===== config.mk =====
export PLATFORM = sky130hd
export DESIGN_NAME = eeprom_slave_rsp
export DESIGN_NICKNAME = d
export VERILOG_FILES = /design/src/rtl/eeprom_pkg.sv /design/src/rtl/i2c_line_detect.sv /design/src/rtl/eeprom_slave_rsp.sv
export SDC_FILE = /design/constraint.sdc
export NUM_CORES = 1
export LEC_CHECK = 0
export CAP_MARGIN = 15
export CORE_ASPECT_RATIO = 1.1
export CORE_UTILIZATION = 51
export CTS_CLUSTER_DIAMETER = 60
export CTS_CLUSTER_SIZE = 14
export DETAILED_ROUTE_END_ITERATION = 10
export GPL_TIMING_DRIVEN = 0
export PLACE_DENSITY = 0.76
export SLEW_MARGIN = 20
export SYNTH_ARGS = -nofsm -noshare
export SYNTH_HDL_FRONTEND = slang
export SYNTH_SLANG_ARGS = --single-unit

===== constraint.sdc =====
create_clock -name CLK -period 2.05 [get_ports CLK]
set_input_delay 0.5125 -clock CLK [delete_from_list [all_inputs] [get_ports CLK]]
set_output_delay 0.5125 -clock CLK [all_outputs]
set_load 0.005 [all_outputs]

===== src/rtl/eeprom_pkg.sv =====
// Shared types and defaults for the serial EEPROM responder.
package eeprom_pkg;

   localparam int         ADDR_W_DEFAULT    = 11;
   localparam int         PAGE_BITS_DEFAULT = 4;
   localparam logic [3:0] DEV_TYPE_DEFAULT  = 4'b1010;

   typedef enum logic [3:0] {
      IDLE,
      CTRL,
      CTRL_ACK,
      ADDR,
      ADDR_ACK,
      WDATA,
      WDATA_ACK,
      RDATA,
      RDATA_ACK,
      WAIT
   } state_t;

endpackage


===== src/rtl/i2c_line_detect.sv =====
// Synchronizes SCL/SDA into the CLK domain and decodes SCL edges and
// START/STOP conditions as one-CLK pulses, plus the synced SDA level.
module i2c_line_detect #(
   parameter int SYNC_STAGES = 2
) (
   input  logic CLK,
   input  logic RESET,
   input  logic SCL,
   input  logic SDA_IN,
   output logic sda_s,
   output logic scl_rise,
   output logic scl_fall,
   output logic start,
   output logic stop
);

   logic [SYNC_STAGES-1:0] scl_sync;
   logic [SYNC_STAGES-1:0] sda_sync;
   logic                   scl_s;
   logic                   scl_q;
   logic                   sda_q;

   // Shift both lines through the synchronizer chain and keep one extra
   // delayed copy for edge detection; the idle bus level is high.
   always_ff @(posedge CLK) begin
      if (RESET) begin
         scl_sync <= '1;
         sda_sync <= '1;
         scl_q    <= 1'b1;
         sda_q    <= 1'b1;
      end else begin
         scl_sync <= {scl_sync[SYNC_STAGES-2:0], SCL};
         sda_sync <= {sda_sync[SYNC_STAGES-2:0], SDA_IN};
         scl_q    <= scl_s;
         sda_q    <= sda_s;
      end
   end

   assign scl_s    = scl_sync[SYNC_STAGES-1];
   assign sda_s    = sda_sync[SYNC_STAGES-1];
   assign scl_rise = scl_s & ~scl_q;
   assign scl_fall = ~scl_s & scl_q;
   // START/STOP need SCL high on both samples, so they never coincide with an SCL edge.
   assign start    = scl_s & scl_q & sda_q & ~sda_s;
   assign stop     = scl_s & scl_q & ~sda_q & sda_s;

endmodule


===== src/rtl/eeprom_slave_rsp.sv =====
// Slave end of a 24C16-type serial EEPROM: decodes control byte, word
// address and data bytes, ACKs, and drives read data onto SDA while
// talking to an external synchronous byte memory.
// Optional build macro EEPROM_WRITE_PROTECT_EN adds a WP input that
// suppresses memory writes while still ACKing data bytes.
module eeprom_slave_rsp
   import eeprom_pkg::*;
#(
   parameter int         ADDR_W      = ADDR_W_DEFAULT,
   parameter int         PAGE_BITS   = PAGE_BITS_DEFAULT,
   parameter int         SYNC_STAGES = 2,
   parameter logic [3:0] DEV_TYPE    = DEV_TYPE_DEFAULT
) (
   input  logic              CLK,
   input  logic              RESET,
   input  logic              SCL,
   input  logic              SDA_IN,
`ifdef EEPROM_WRITE_PROTECT_EN
   input  logic              WP,
`endif
   output logic              SDA_OE,
   output logic [ADDR_W-1:0] MEM_ADDR,
   output logic [7:0]        MEM_WDATA,
   output logic              MEM_WE,
   input  logic [7:0]        MEM_RDATA,
   output logic              BUSY
);

   state_t            state;
   logic [3:0]        bit_cnt;
   logic [7:0]        shreg;
   logic [ADDR_W-1:0] ptr;
   logic              rw;
   logic              sda_s;
   logic              scl_rise;
   logic              scl_fall;
   logic              start;
   logic              stop;
   logic [7:0]        rx_byte;
   logic              last_bit;
   logic              wr_block;

   i2c_line_detect #(
      .SYNC_STAGES(SYNC_STAGES)
   ) u_line (
      .CLK     (CLK),
      .RESET   (RESET),
      .SCL     (SCL),
      .SDA_IN  (SDA_IN),
      .sda_s   (sda_s),
      .scl_rise(scl_rise),
      .scl_fall(scl_fall),
      .start   (start),
      .stop    (stop)
   );

`ifdef EEPROM_WRITE_PROTECT_EN
   assign wr_block = WP;
`else
   assign wr_block = 1'b0;
`endif

   assign rx_byte  = {shreg[6:0], sda_s};
   assign last_bit = (bit_cnt == 4'd7);

   // Protocol state machine: START/STOP override everything, otherwise
   // bits are taken on SCL rise and SDA_OE only moves after an SCL fall.
   always_ff @(posedge CLK) begin
      if (RESET) begin
         state     <= IDLE;
         bit_cnt   <= 4'd0;
         shreg     <= 8'd0;
         ptr       <= '0;
         rw        <= 1'b0;
         SDA_OE    <= 1'b0;
         MEM_ADDR  <= '0;
         MEM_WDATA <= 8'd0;
         MEM_WE    <= 1'b0;
         BUSY      <= 1'b0;
      end else begin
         MEM_WE <= 1'b0;
         if (start) begin
            state   <= CTRL;
            bit_cnt <= 4'd0;
            SDA_OE  <= 1'b0;
            BUSY    <= 1'b1;
         end else if (stop) begin
            state   <= IDLE;
            bit_cnt <= 4'd0;
            SDA_OE  <= 1'b0;
            BUSY    <= 1'b0;
         end else begin
            case (state)
               CTRL: begin
                  if (scl_rise) begin
                     shreg <= rx_byte;
                     if (last_bit) begin
                        bit_cnt <= 4'd0;
                        if (rx_byte[7:4] == DEV_TYPE) begin
                           ptr[ADDR_W-1:8] <= rx_byte[ADDR_W-8:1];
                           rw              <= rx_byte[0];
                           state           <= CTRL_ACK;
                        end else begin
                           state <= WAIT;
                        end
                     end else begin
                        bit_cnt <= bit_cnt + 4'd1;
                     end
                  end
               end
               CTRL_ACK: begin
                  if (scl_fall) begin
                     if (bit_cnt == 4'd0) begin
                        SDA_OE  <= 1'b1;
                        bit_cnt <= 4'd1;
                        if (rw) begin
                           MEM_ADDR <= ptr;
                        end
                     end else begin
                        bit_cnt <= 4'd0;
                        if (rw) begin
                           shreg  <= MEM_RDATA;
                           SDA_OE <= ~MEM_RDATA[7];
                           state  <= RDATA;
                        end else begin
                           SDA_OE <= 1'b0;
                           state  <= ADDR;
                        end
                     end
                  end
               end
               ADDR: begin
                  if (scl_rise) begin
                     shreg <= rx_byte;
                     if (last_bit) begin
                        bit_cnt  <= 4'd0;
                        ptr[7:0] <= rx_byte;
                        state    <= ADDR_ACK;
                     end else begin
                        bit_cnt <= bit_cnt + 4'd1;
                     end
                  end
               end
               WDATA: begin
                  if (scl_rise) begin
                     shreg <= rx_byte;
                     if (last_bit) begin
                        bit_cnt                <= 4'd0;
                        MEM_WDATA              <= rx_byte;
                        MEM_ADDR               <= ptr;
                        MEM_WE                 <= ~wr_block;
                        ptr[PAGE_BITS-1:0]     <= ptr[PAGE_BITS-1:0] + PAGE_BITS'(1);
                        state                  <= WDATA_ACK;
                     end else begin
                        bit_cnt <= bit_cnt + 4'd1;
                     end
                  end
               end
               ADDR_ACK, WDATA_ACK: begin
                  if (scl_fall) begin
                     if (bit_cnt == 4'd0) begin
                        SDA_OE  <= 1'b1;
                        bit_cnt <= 4'd1;
                     end else begin
                        SDA_OE  <= 1'b0;
                        bit_cnt <= 4'd0;
                        state   <= WDATA;
                     end
                  end
               end
               RDATA: begin
                  if (scl_rise) begin
                     bit_cnt <= bit_cnt + 4'd1;
                  end else if (scl_fall) begin
                     if (bit_cnt == 4'd8) begin
                        SDA_OE  <= 1'b0;
                        bit_cnt <= 4'd0;
                        ptr     <= ptr + ADDR_W'(1);
                        state   <= RDATA_ACK;
                     end else begin
                        shreg  <= {shreg[6:0], 1'b0};
                        SDA_OE <= ~shreg[6];
                     end
                  end
               end
               RDATA_ACK: begin
                  if (scl_rise) begin
                     if (!sda_s) begin
                        MEM_ADDR <= ptr;
                        bit_cnt  <= 4'd1;
                     end else begin
                        state <= WAIT;
                     end
                  end else if (scl_fall && bit_cnt == 4'd1) begin
                     bit_cnt <= 4'd0;
                     shreg   <= MEM_RDATA;
                     SDA_OE  <= ~MEM_RDATA[7];
                     state   <= RDATA;
                  end
               end
               IDLE, WAIT: begin
                  bit_cnt <= 4'd0;
               end
               default: begin
                  state <= IDLE;
               end
            endcase
         end
      end
   end

endmodule


==> summary.txt, run 1 <==
Place
  • IO buf count: 32
  • Gpl congestion: 0.934
  • Dpl hpwl: 5630 µm

Floorplanning
  • Die ar.: 6370 µm²
  • Die Y: 83.6 µm
  • Core ar.: 5810 µm²
  • # rows: 29
  • Ports: 34
  • Die W: 76.2 µm
  • Initial Util: 53.2%

STA
  • Clock Skew: 4.76 ps
  • Fmax: 485 MHz
  • Max-slew violation count: 0
  • Max-slew headroom: 64.7%
  • RSZ-0062 raised after global routing: yes
  • # setup viols final: 1
  • Crit path time final: 2060 ps
  • Final period util: 101%
  • Fin worst setup slack: -13.2 ps
  • Final hold violation count: 0
  • Setup_tns: -13.2 ps
  • Worst-Margin Slew: 530 ps

Outcome
  • Failing checks: setup timing
  • Status: complete, but fails checks

Setup path
  • CP Capture Type: register
  • Reg2reg path depth: 8
  • Critical path's slowest cell: or3_4
  • Critical-path maximum fanout: 4
  • Crit path depth: 8
  • Crit path max-delay family: simple AND/OR/NAND/NOR gates
  • R2R Setup Slk: -10 ps
  • Worst setup SP type: register
  • CP peak stage delay: 390 ps
  • Buf/Inv on CP: 1
  • Crit Path Category: register to register
  • Critical path, cell by cell: inv_2 -> ha_4 -> nand4b_4 -> or3_4 -> a21boi_1 -> nand2b_4 -> or3_1 -> a21oi_1
  • CP arrival: 2310 ps
  • Worst EP required: 2300 ps

Yosys
  • Synth unique cells: 63
  • EDFF count, synth: 0
  • Synth Cell Area: 3090 µm²
  • Synth Instances: 379
  • Syn avg cell area: 8.15 µm²
  • Post-synth ARST share: 0%
  • Main synth FF type: dfxtp_1
  • #FFs+latches synth: 55
  • Synth Warn #: 0
  • Seq/Total Area, Yosys: 35.6%
  • Net Count, Synth: 398

Drt
  • Via density: 5.96
  • Post-route ant nets: 0
  • Average wire per cell in the routed design: 16.5 µm
  • Pre-antenna DRT Iters: 5
  • WL final: 8340 µm
  • DRC viols: 0
  • Vias: 3009
  • DRT iter0 DRCs: 292

Clocking
  • CTS sink cnt: 55
  • Clock transition at path regs: 110 ps
  • Max Root-Sink Buffers: 2
  • CTS tree: done
  • CTS Buf Count: 5
  • Worst skew pair latency: 310 ps
  • Htree depth: 2
  • CTS root buffer: clkbuf_8
  • Post-cts hold buffer count: 0

Power
  • Max IR drop VDD: 0.000595 V
  • Leak: 1.53 nW
  • Power per cell area: 935 nW/µm²

Global route
  • Initial antenna violation count: 0
  • Pin count of the biggest net entering global routing: 20
  • First-pass GRT wire length: 13600 µm
  • GRT overflow: 0
  • Gr usage total: 26.3%
  • Vias in the first global route: 2730

Run
  • Max Cap Viol: 0

Finish
  • Filler cells: 496
  • Fraction of layout instances using a drive strength above 1: 19.6%
  • Layout area overhead: 26.9%
  • N_diodes: 0
  • Nets@finish: 446
  • Fin util: 67.5%

Hold path
  • Hold path cells: 1
  • HP Class: register to register
[path summary, 6_finish.rpt]
path                                       from                             to
hold / removal    u_line.sda_sync[0]$_SDFF_PP1_  u_line.sda_sync[1]$_SDFF_PP1_
hold reg to reg   u_line.sda_sync[0]$_SDFF_PP1_  u_line.sda_sync[1]$_SDFF_PP1_
setup reg to reg        u_line.scl_q$_SDFF_PP1_            ptr[0]$_SDFFE_PP0P_
setup / recovery        u_line.scl_q$_SDFF_PP1_            ptr[0]$_SDFFE_PP0P_
[area by class of cell]
| class | count | area (µm²) | share of cell area [%] |
|---|---|---|---|
| multi-input cells | 290 | 2030 | 51.8 |
| inverters | 10 | 37.5 | 0.958 |
| flip-flops and latches | 55 | 1110 | 28.3 |
| clock buffers | 5 | 68.8 | 1.76 |
| well taps | 77 | 96.3 | 2.46 |
| plain buffers | 22 | 131 | 3.35 |
| clock inverters | 3 | 27.5 | 0.702 |
| repair buffers | 43 | 419 | 10.7 |
[layout by cell type (no fill, tap or decap), types with 3 or more instances in the layout]
cell type and instances:
a211oi_1 7, a21oi_1 22, a21oi_2 4, a22oi_1 4
and2_1 5, and3_1 5, buf_2 6, buf_4 9
buf_6 4, clkbuf_1 9, clkbuf_8 6, clkdlybuf4s50_1 32
dfxtp_1 50, dfxtp_2 4, ha_1 3, ha_4 3
inv_1 8, mux2i_1 26, nand2_1 48, nand2b_1 4
nand3_1 8, nand3b_1 3, nand4_1 3, nor2_1 51
nor3_1 6, o21ai_0 14, o221a_2 4, o22ai_1 3
or2_2 5, xnor2_1 3
[through the flow]
stage               cell area [µm²]  hold slack, ps  worst slack (ps)  power (mW)  std cells
floorplan                      3090             389               122        2.39        379
global placement               3510             393              -402        2.68        488
detailed placement             3510             397              -435        2.70        488
CTS                            3780             425             -23.0        3.50        504
global route                   3920             438             -84.7        3.87        505
finish                         3920             422             -13.2        3.66        505
[metal layers]
layer / track usage (%) / vias up / wire length (µm)
met2: 44.0 / 119 / 3930
met3: 4.15 / 32 / 487
li1: - / 1444 / -
met5: 0 / - / 0
met4: 9.79 / 0 / 257
met1: 33.9 / 1414 / 3670
[kinds of logic after synthesis]
kind of cell,Yosys count,share of synthesized area (%)
fa+ha+maj,7,2.84
xor+xnor,4,1.13
buf+inv,34,5.06
mux,27,8.75
flops,55,35.6
compound gates,87,19.8
simple gates,165,26.8
[worst register-to-register path, stage by stage, from the launching register on]
cell      delay (ps)
dfxtp_2          350
inv_2             70
ha_4             190
nand4b_4         180
or3_4            390
a21boi_1         160
nand2b_4         160
or3_1            360
a21oi_1          140
[repair_timing]
item | in CTS | in global routing
cloned | 0 | 1
pin swaps | 4 | 4
resized for setup | 24 | 34
endpoints found under the setup margin | 42 | 44
buffers inserted | 8 | 2
[sequential cells by signal, summed over array words and instances (netlist names)]
signal / count
MEM_ADDR: 11
ptr: 11
MEM_WDATA: 8
shreg: 7
bit_cnt: 4
state: 4
u_line.scl_sync: 2
u_line.sda_sync: 2
BUSY: 1
MEM_WE: 1
SDA_OE: 1
rw: 1
u_line.scl_q: 1
u_line.sda_q: 1
[synth_stat cells (7+ instances only)]
library cell	number	area, µm²
nor2_1	53	199
clkbuf_1	12	45.0
o21ai_0	16	80.1
mux2i_1	27	270
nand2_1	50	188
ha_1	7	87.6
buf_2	7	35.0
dfxtp_1	55	1100
a211oi_1	7	52.6
inv_1	10	37.5
nor3_1	7	35.0
a21oi_1	25	125
nand3_1	9	45.0
[power by group]
part           total [mW]  internal (mW)  switching (mW)
clock network       0.652          0.254           0.397
registers            1.22           1.15          0.0752
logic                1.79          0.821           0.971
total                3.66           2.22            1.44
Power figures use the tool's default switching activity.
==> run 2, diff against run 1 <==
- MAX_ROUTING_LAYER: default -> met4
==> summary.txt, run 2 (synthesis gave the netlist of run 1 again) <==
Clocking
  • CTS Buf Count: 5 (unchanged)
  • Worst skew pair latency: 320 ps (about the same)
  • CTS sink cnt: 55 (unchanged)
  • Clock transition at path regs: 110 ps (about the same)
  • CTS tree: done
  • Max Root-Sink Buffers: 2 (unchanged)
  • Post-cts hold buffer count: 0 (unchanged)
  • CTS root buffer: clkbuf_8
  • Htree depth: 2 (unchanged)

Floorplanning
  • Core ar.: 5810 µm² (unchanged)
  • Initial Util: 53.2% (unchanged)
  • Die ar.: 6370 µm² (unchanged)
  • Die Y: 83.6 µm (unchanged)
  • Ports: 34 (unchanged)
  • Die W: 76.2 µm (unchanged)
  • # rows: 29 (unchanged)

Setup path
  • Worst setup SP type: register
  • R2R Setup Slk: 40 ps (+60 ps)
  • CP Capture Type: register
  • Worst EP required: 2300 ps (about the same)
  • Crit Reg-Reg Endpoint: ptr[0]$_SDFFE_PP0P_
  • Crit Path Category: register to register
  • CP arrival: 2260 ps (-50 ps)
  • Reg2reg start: u_line.scl_q$_SDFF_PP1_
  • Critical-path maximum fanout: 4 (unchanged)
  • Reg2reg path depth: 8 (unchanged)

Finish
  • Most frequent cells in the layout: nor2_1, dfxtp_1, nand2_1
  • Layout area overhead: 29.9%
  • N_diodes: 0 (unchanged)
  • Filler cells: 491 (-1.0%)
  • Nets@finish: 449 (+0.67%)
  • Top Registers: MEM_ADDR: 11 flops, ptr: 11 flops, MEM_WDATA: 8 flops
  • Fraction of layout instances using a drive strength above 1: 22.0% (+2.4 points)
  • Commonest non-fill, non-tap cell in the layout: nor2_1

Power
  • Sw Share: 39.8% (+0.44 points)
  • Clock power frac: 17.2% (-0.6 points)
  • Leak: 1.55 nW (+1.0%)
  • Internal Power: 2.22 mW (about the same)
  • Reg power frac: 33.1% (-0.2 points)
  • Max IR drop VDD: 0.000605 V (+1.7%)
  • Tot Pwr: 3.69 mW (+0.70%)
  • Combinational share of power: 49.7% (+0.8 points)
  • Power per cell area: 919 nW/µm² (-1.7%)
  • NetSw: 1.47 mW (+1.8%)

Hold path
  • Hold_sp: u_line.sda_sync[0]$_SDFF_PP1_
  • Hold path cells: 1 (unchanged)
  • Hold EP: u_line.sda_sync[1]$_SDFF_PP1_
  • HP Class: register to register

Place
  • Dpl hpwl: 5900 µm (+4.9%)
  • Gpl congestion: 0.993 (+6.2%)
  • IO buf count: 32 (unchanged)
  • Pre-CTS WS: -319 ps (+116 ps)

Outcome
  • Status: finished clean

Drt
  • Vias: 3036 (+0.90%)
  • Average wire per cell in the routed design: 17.5 µm (+5.9%)
  • Post-route ant nets: 0 (unchanged)
  • Pre-antenna DRT Iters: 5 (unchanged)
  • DRC viols: 0 (unchanged)
  • DRT iter0 DRCs: 256 (-12%)
  • WL final: 8890 µm (+6.5%)
  • Via density: 5.98 (+0.30%)

Global route
  • Grt met3 use: 3.50% (-0.66 points)
  • Initial antenna violation count: 0 (unchanged)
  • Pin count of the biggest net entering global routing: 19 (-5.0%)
  • Gr usage total: 28.2% (+1.9 points)
  • GRT met1 Usage: 34.7% (+0.82 points)
  • Global route hottest layer: met2
  • GRT overflow: 0 (unchanged)
  • Vias in the first global route: 2824 (+3.4%)
  • Met2 GRT Util: 46.7% (+2.7 points)
  • First-pass GRT wire length: 14000 µm (+3.5%)

Run
  • Max Cap Viol: 0 (unchanged)

STA
  • Fin worst setup slack: 42.2 ps (+55.4 ps)
  • # setup viols final: 0 (-1)
  • Max-slew headroom: 59.9% (-4.8 points)
  • Final period util: 97.9% (-2.7 points)
  • Clock Skew: 6.30 ps (+1.55 ps)
  • Max-slew violation count: 0 (unchanged)
  • RSZ-0062 raised after global routing: yes
  • Crit path time final: 2010 ps (-55.4 ps)
  • Worst-Margin Slew: 602 ps (+71.9 ps)
  • Fmax: 498 MHz (+2.8%)
  • Final hold violation count: 0 (unchanged)
==> run 2: cell types whose count changed in the layout (fill, tap and decap cells not counted), moves of 2 or more <==
cell / delta
buf_4: +5
a21boi_1: -2
a21boi_2: +2
a21oi_2: -2
dfxtp_1: -2
dfxtp_4: +2
o21ai_0: -2
o21ai_1: +2
==> run 2: metrics by stage <==
step / hold slack [ps] / cell area (µm²) / TNS, ps / utilization, % / std cells
after floorplan: 389 / 3090 / 0 / - / 379
after global placement: 394 / 3510 / -7510 / 60.4 / 488
after detailed placement: 399 / 3510 / -7650 / 60.4 / 488
after CTS: 428 / 3740 / 0 / 64.5 / 501
after global routing: 449 / 4010 / -457 / 69.1 / 508
final: 424 / 4010 / 0 / 69.1 / 508
==> run 2: power by group through the flow <==
stage	Clock [mW]	Combinational (mW)	Sequential, mW
final	0.635	1.83	1.22
after global routing	0.692	1.99	1.23
after detailed placement	0	1.46	1.24
after CTS	0.650	1.61	1.22
after floorplan	0	1.18	1.21
after global placement	0	1.44	1.24
==> run 2: worst max path at each step <==
| stage | from | end | slack [ps] | cells after the start |
|---|---|---|---|---|
| 2_1_floorplan | bit_cnt[0]$_SDFFE_PP0P_ | ptr[2]$_SDFFE_PP0P_ | 120 | 7 |
| 3_3_place_gp | u_line.scl_sync[1]$_SDFF_PP1_ | shreg[0]$_SDFFE_PP0P_ | -360 | 8 |
| 3_5_place_dp | u_line.scl_sync[1]$_SDFF_PP1_ | shreg[0]$_SDFFE_PP0P_ | -320 | 8 |
| 4_1_cts | u_line.scl_sync[1]$_SDFF_PP1_ | shreg[0]$_SDFFE_PP0P_ | 5 | 8 |
| 5_1_grt | bit_cnt[1]$_SDFFE_PP0P_ | MEM_ADDR[1]$_SDFFE_PP0P_ | -70 | 9 |
| 6_report | u_line.scl_q$_SDFF_PP1_ | ptr[0]$_SDFFE_PP0P_ | 40 | 8 |
==> run 2: final cells by class <==
cell class / instances / area [µm²] / share of cell area, %
flip-flops and latches: 55 / 1120 / 27.8
multi-input cells: 290 / 2100 / 52.3
plain buffers: 22 / 126 / 3.15
repair buffers: 46 / 442 / 11.0
inverters: 10 / 40.0 / 0.998
well taps: 77 / 96.3 / 2.40
clock buffers: 5 / 68.8 / 1.71
clock inverters: 3 / 23.8 / 0.592
==> run 2: worst max-delay path, stage by stage (launching register included) <==
cell and delay (ps):
dfxtp_4 380, inv_2 60, ha_4 170, nand4b_4 120
or3_4 370, a21boi_2 190, nand2b_4 160, or3_1 340
a21oi_1 140
==> run 2: routing by layer <==
layer  part of all wire [%]  routed length [µm]
met2                     49                4390
met5                      0                   0
met3                    6.1                 545
met4                    3.3                 293
met1                     41                3660
==> run 2: what timing repair did <==
| action | 4_1_cts | 5_1_grt |
|---|---|---|
| buffers inserted | 6 | 7 |
| cloned | 0 | 1 |
| setup endpoints to repair | 43 | 42 |
| pin swaps | 4 | 11 |
| gates resized for setup | 26 | 54 |
==> run 3, diff against run 2 <==
- SETUP_SLACK_MARGIN: default -> 0.15
- TNS_END_PERCENT: default -> 20
==> summary.txt, run 3 (synthesis gave the netlist of run 1 again) <==
Setup path
  • Crit. Startpoint: u_line.scl_q$_SDFF_PP1_
  • CP Capture Type: register
  • Worst EP required: 2300 ps (about the same)
  • Critical-path maximum fanout: 4 (unchanged)
  • Reg2reg start: u_line.scl_q$_SDFF_PP1_
  • Crit Path Category: register to register
  • Worst setup SP type: register
  • CP arrival: 2280 ps (+20 ps)

Clocking
  • CTS root buffer: clkbuf_8
  • Worst skew pair latency: 320 ps (about the same)
  • CTS sink cnt: 55 (unchanged)
  • Htree depth: 2 (unchanged)
  • CTS Buf Count: 5 (unchanged)
  • Post-cts hold buffer count: 0 (unchanged)
  • CTS tree: done
  • Clock transition at path regs: 110 ps (about the same)
  • Max Root-Sink Buffers: 2 (unchanged)

Finish
  • Layout area overhead: 33.9%
  • Post-route cell area: 4140 µm² (+3.0%)
  • Fraction of layout instances using a drive strength above 1: 25.3% (+3.3 points)
  • FF/Latch Area: 1120 µm² (+0.11%)
  • Top Registers: MEM_ADDR: 11 flops, ptr: 11 flops, MEM_WDATA: 8 flops
  • Footprint of the multi-input gates: 2150 µm² (+2.4%)
  • Commonest non-fill, non-tap cell in the layout: nor2_1
  • N_diodes: 0 (unchanged)
  • Nets@finish: 456 (+1.6%)
  • Filler cells: 448 (-8.8%)
  • Most frequent cells in the layout: nor2_1, nand2_1, dfxtp_1

Global route
  • First-pass GRT wire length: 14400 µm (+2.7%)
  • Pin count of the biggest net entering global routing: 19 (unchanged)
  • Gr usage total: 29.0% (+0.84 points)
  • Initial antenna violation count: 0 (unchanged)
  • Vias in the first global route: 2839 (+0.53%)
  • GRT overflow: 0 (unchanged)

STA
  • # setup viols final: 0 (unchanged)
  • Final hold violation count: 0 (unchanged)
  • Crit path time final: 2030 ps (+19.3 ps)
  • Worst-Margin Slew: 590 ps (-11.7 ps)
  • RSZ-0062 raised after global routing: yes
  • Max-slew violation count: 0 (unchanged)
  • Max-slew headroom: 60.7% (+0.78 points)
  • WHS: 422 ps (-1.93 ps)
  • Final period util: 98.9% (+0.94 points)
  • Fmax: 493 MHz (-0.95%)
  • Clock Skew: 5.02 ps (-1.28 ps)

Hold path
  • Hold_sp: u_line.sda_sync[0]$_SDFF_PP1_
  • HP Class: register to register

Floorplanning
  • Die Y: 83.6 µm (unchanged)
  • Core ar.: 5810 µm² (unchanged)
  • Die ar.: 6370 µm² (unchanged)
  • Initial Util: 53.2% (unchanged)
  • Die W: 76.2 µm (unchanged)
  • # rows: 29 (unchanged)
  • Ports: 34 (unchanged)

Outcome
  • Status: finished clean

Power
  • Leak: 1.62 nW (+4.8%)
  • Power per cell area: 916 nW/µm² (-0.34%)
  • Max IR drop VDD: 0.000564 V (-6.8%)

Drt
  • DRC viols: 0 (unchanged)
  • Average wire per cell in the routed design: 17.6 µm (+0.75%)
  • Via density: 6.01 (+0.62%)
  • Post-route ant nets: 0 (unchanged)
  • WL final: 9080 µm (+2.1%)
  • DRT iter0 DRCs: 322 (+26%)
  • Pre-antenna DRT Iters: 5 (unchanged)
  • Vias: 3097 (+2.0%)

Place
  • Gpl congestion: 0.993 (unchanged)
  • IO buf count: 32 (unchanged)
  • Dpl hpwl: 5900 µm (unchanged)
  • Placed cell area: 3510 µm² (unchanged)

Run
  • Max Cap Viol: 0 (unchanged)
[run 3: critical path, stage by stage (launching register included)]
cell      delay (ps)
dfxtp_4          390
inv_2             50
ha_4             170
buf_4            150
nand3b_1         190
o22ai_2          290
a21boi_4         110
nand2b_4         160
or3_1            310
a21oi_1          130
[run 3: layout make-up]
class / count / area share, %
timing repair buffer: 51 / 11.8
inverter: 10 / 0.968
multi-input combinational: 290 / 52.0
buffer: 24 / 3.66
clock inverter: 3 / 0.575
sequential: 55 / 27.0
clock buffer: 5 / 1.66
tap: 77 / 2.33
[run 3: report_power, final]
| group | internal, mW | switching, mW |
|---|---|---|
| registers | 1.15 | 0.0741 |
| logic | 0.890 | 1.04 |
| clock network | 0.245 | 0.395 |
[run 3: metrics by stage]
step / instances / total power [mW] / setup WS, ps / util, % / TNS [ps]
floorplan: 379 / 2.39 / 122 / - / 0
global placement: 488 / 2.67 / -357 / 60.4 / -7510
detailed placement: 488 / 2.70 / -319 / 60.4 / -7650
CTS: 512 / 3.59 / 65.1 / 67.1 / 0
global route: 515 / 4.01 / -21.2 / 71.2 / -48.1
finish: 515 / 3.79 / 22.9 / 71.2 / 0
[run 3: routing by layer]
metal	part of all wire, %	wire length, µm	GRT usage (%)	vias up
met5	0	0	-	-
met4	2.5	230	11.2	0
met3	5.7	519	3.28	23
met2	50	4570	47.5	139
met1	41	3750	36.6	1472
li1	-	-	-	1463
[run 3: final timing paths]
check	to	depth (start not counted)	slack, ps
worst max register to register	ptr[0]$_SDFFE_PP0P_	9	20
worst max-delay path	ptr[0]$_SDFFE_PP0P_	9	20
worst min-delay path	u_line.sda_sync[1]$_SDFF_PP1_	1	420
worst min register to register	u_line.sda_sync[1]$_SDFF_PP1_	1	420
[run 3: repair_timing]
item / CTS / global route
buffers inserted: 15 / 3
resized for setup: 50 / 52
pin swaps: 10 / 16
endpoints found under the setup margin: 46 / 46
gates cloned: 1 / 0
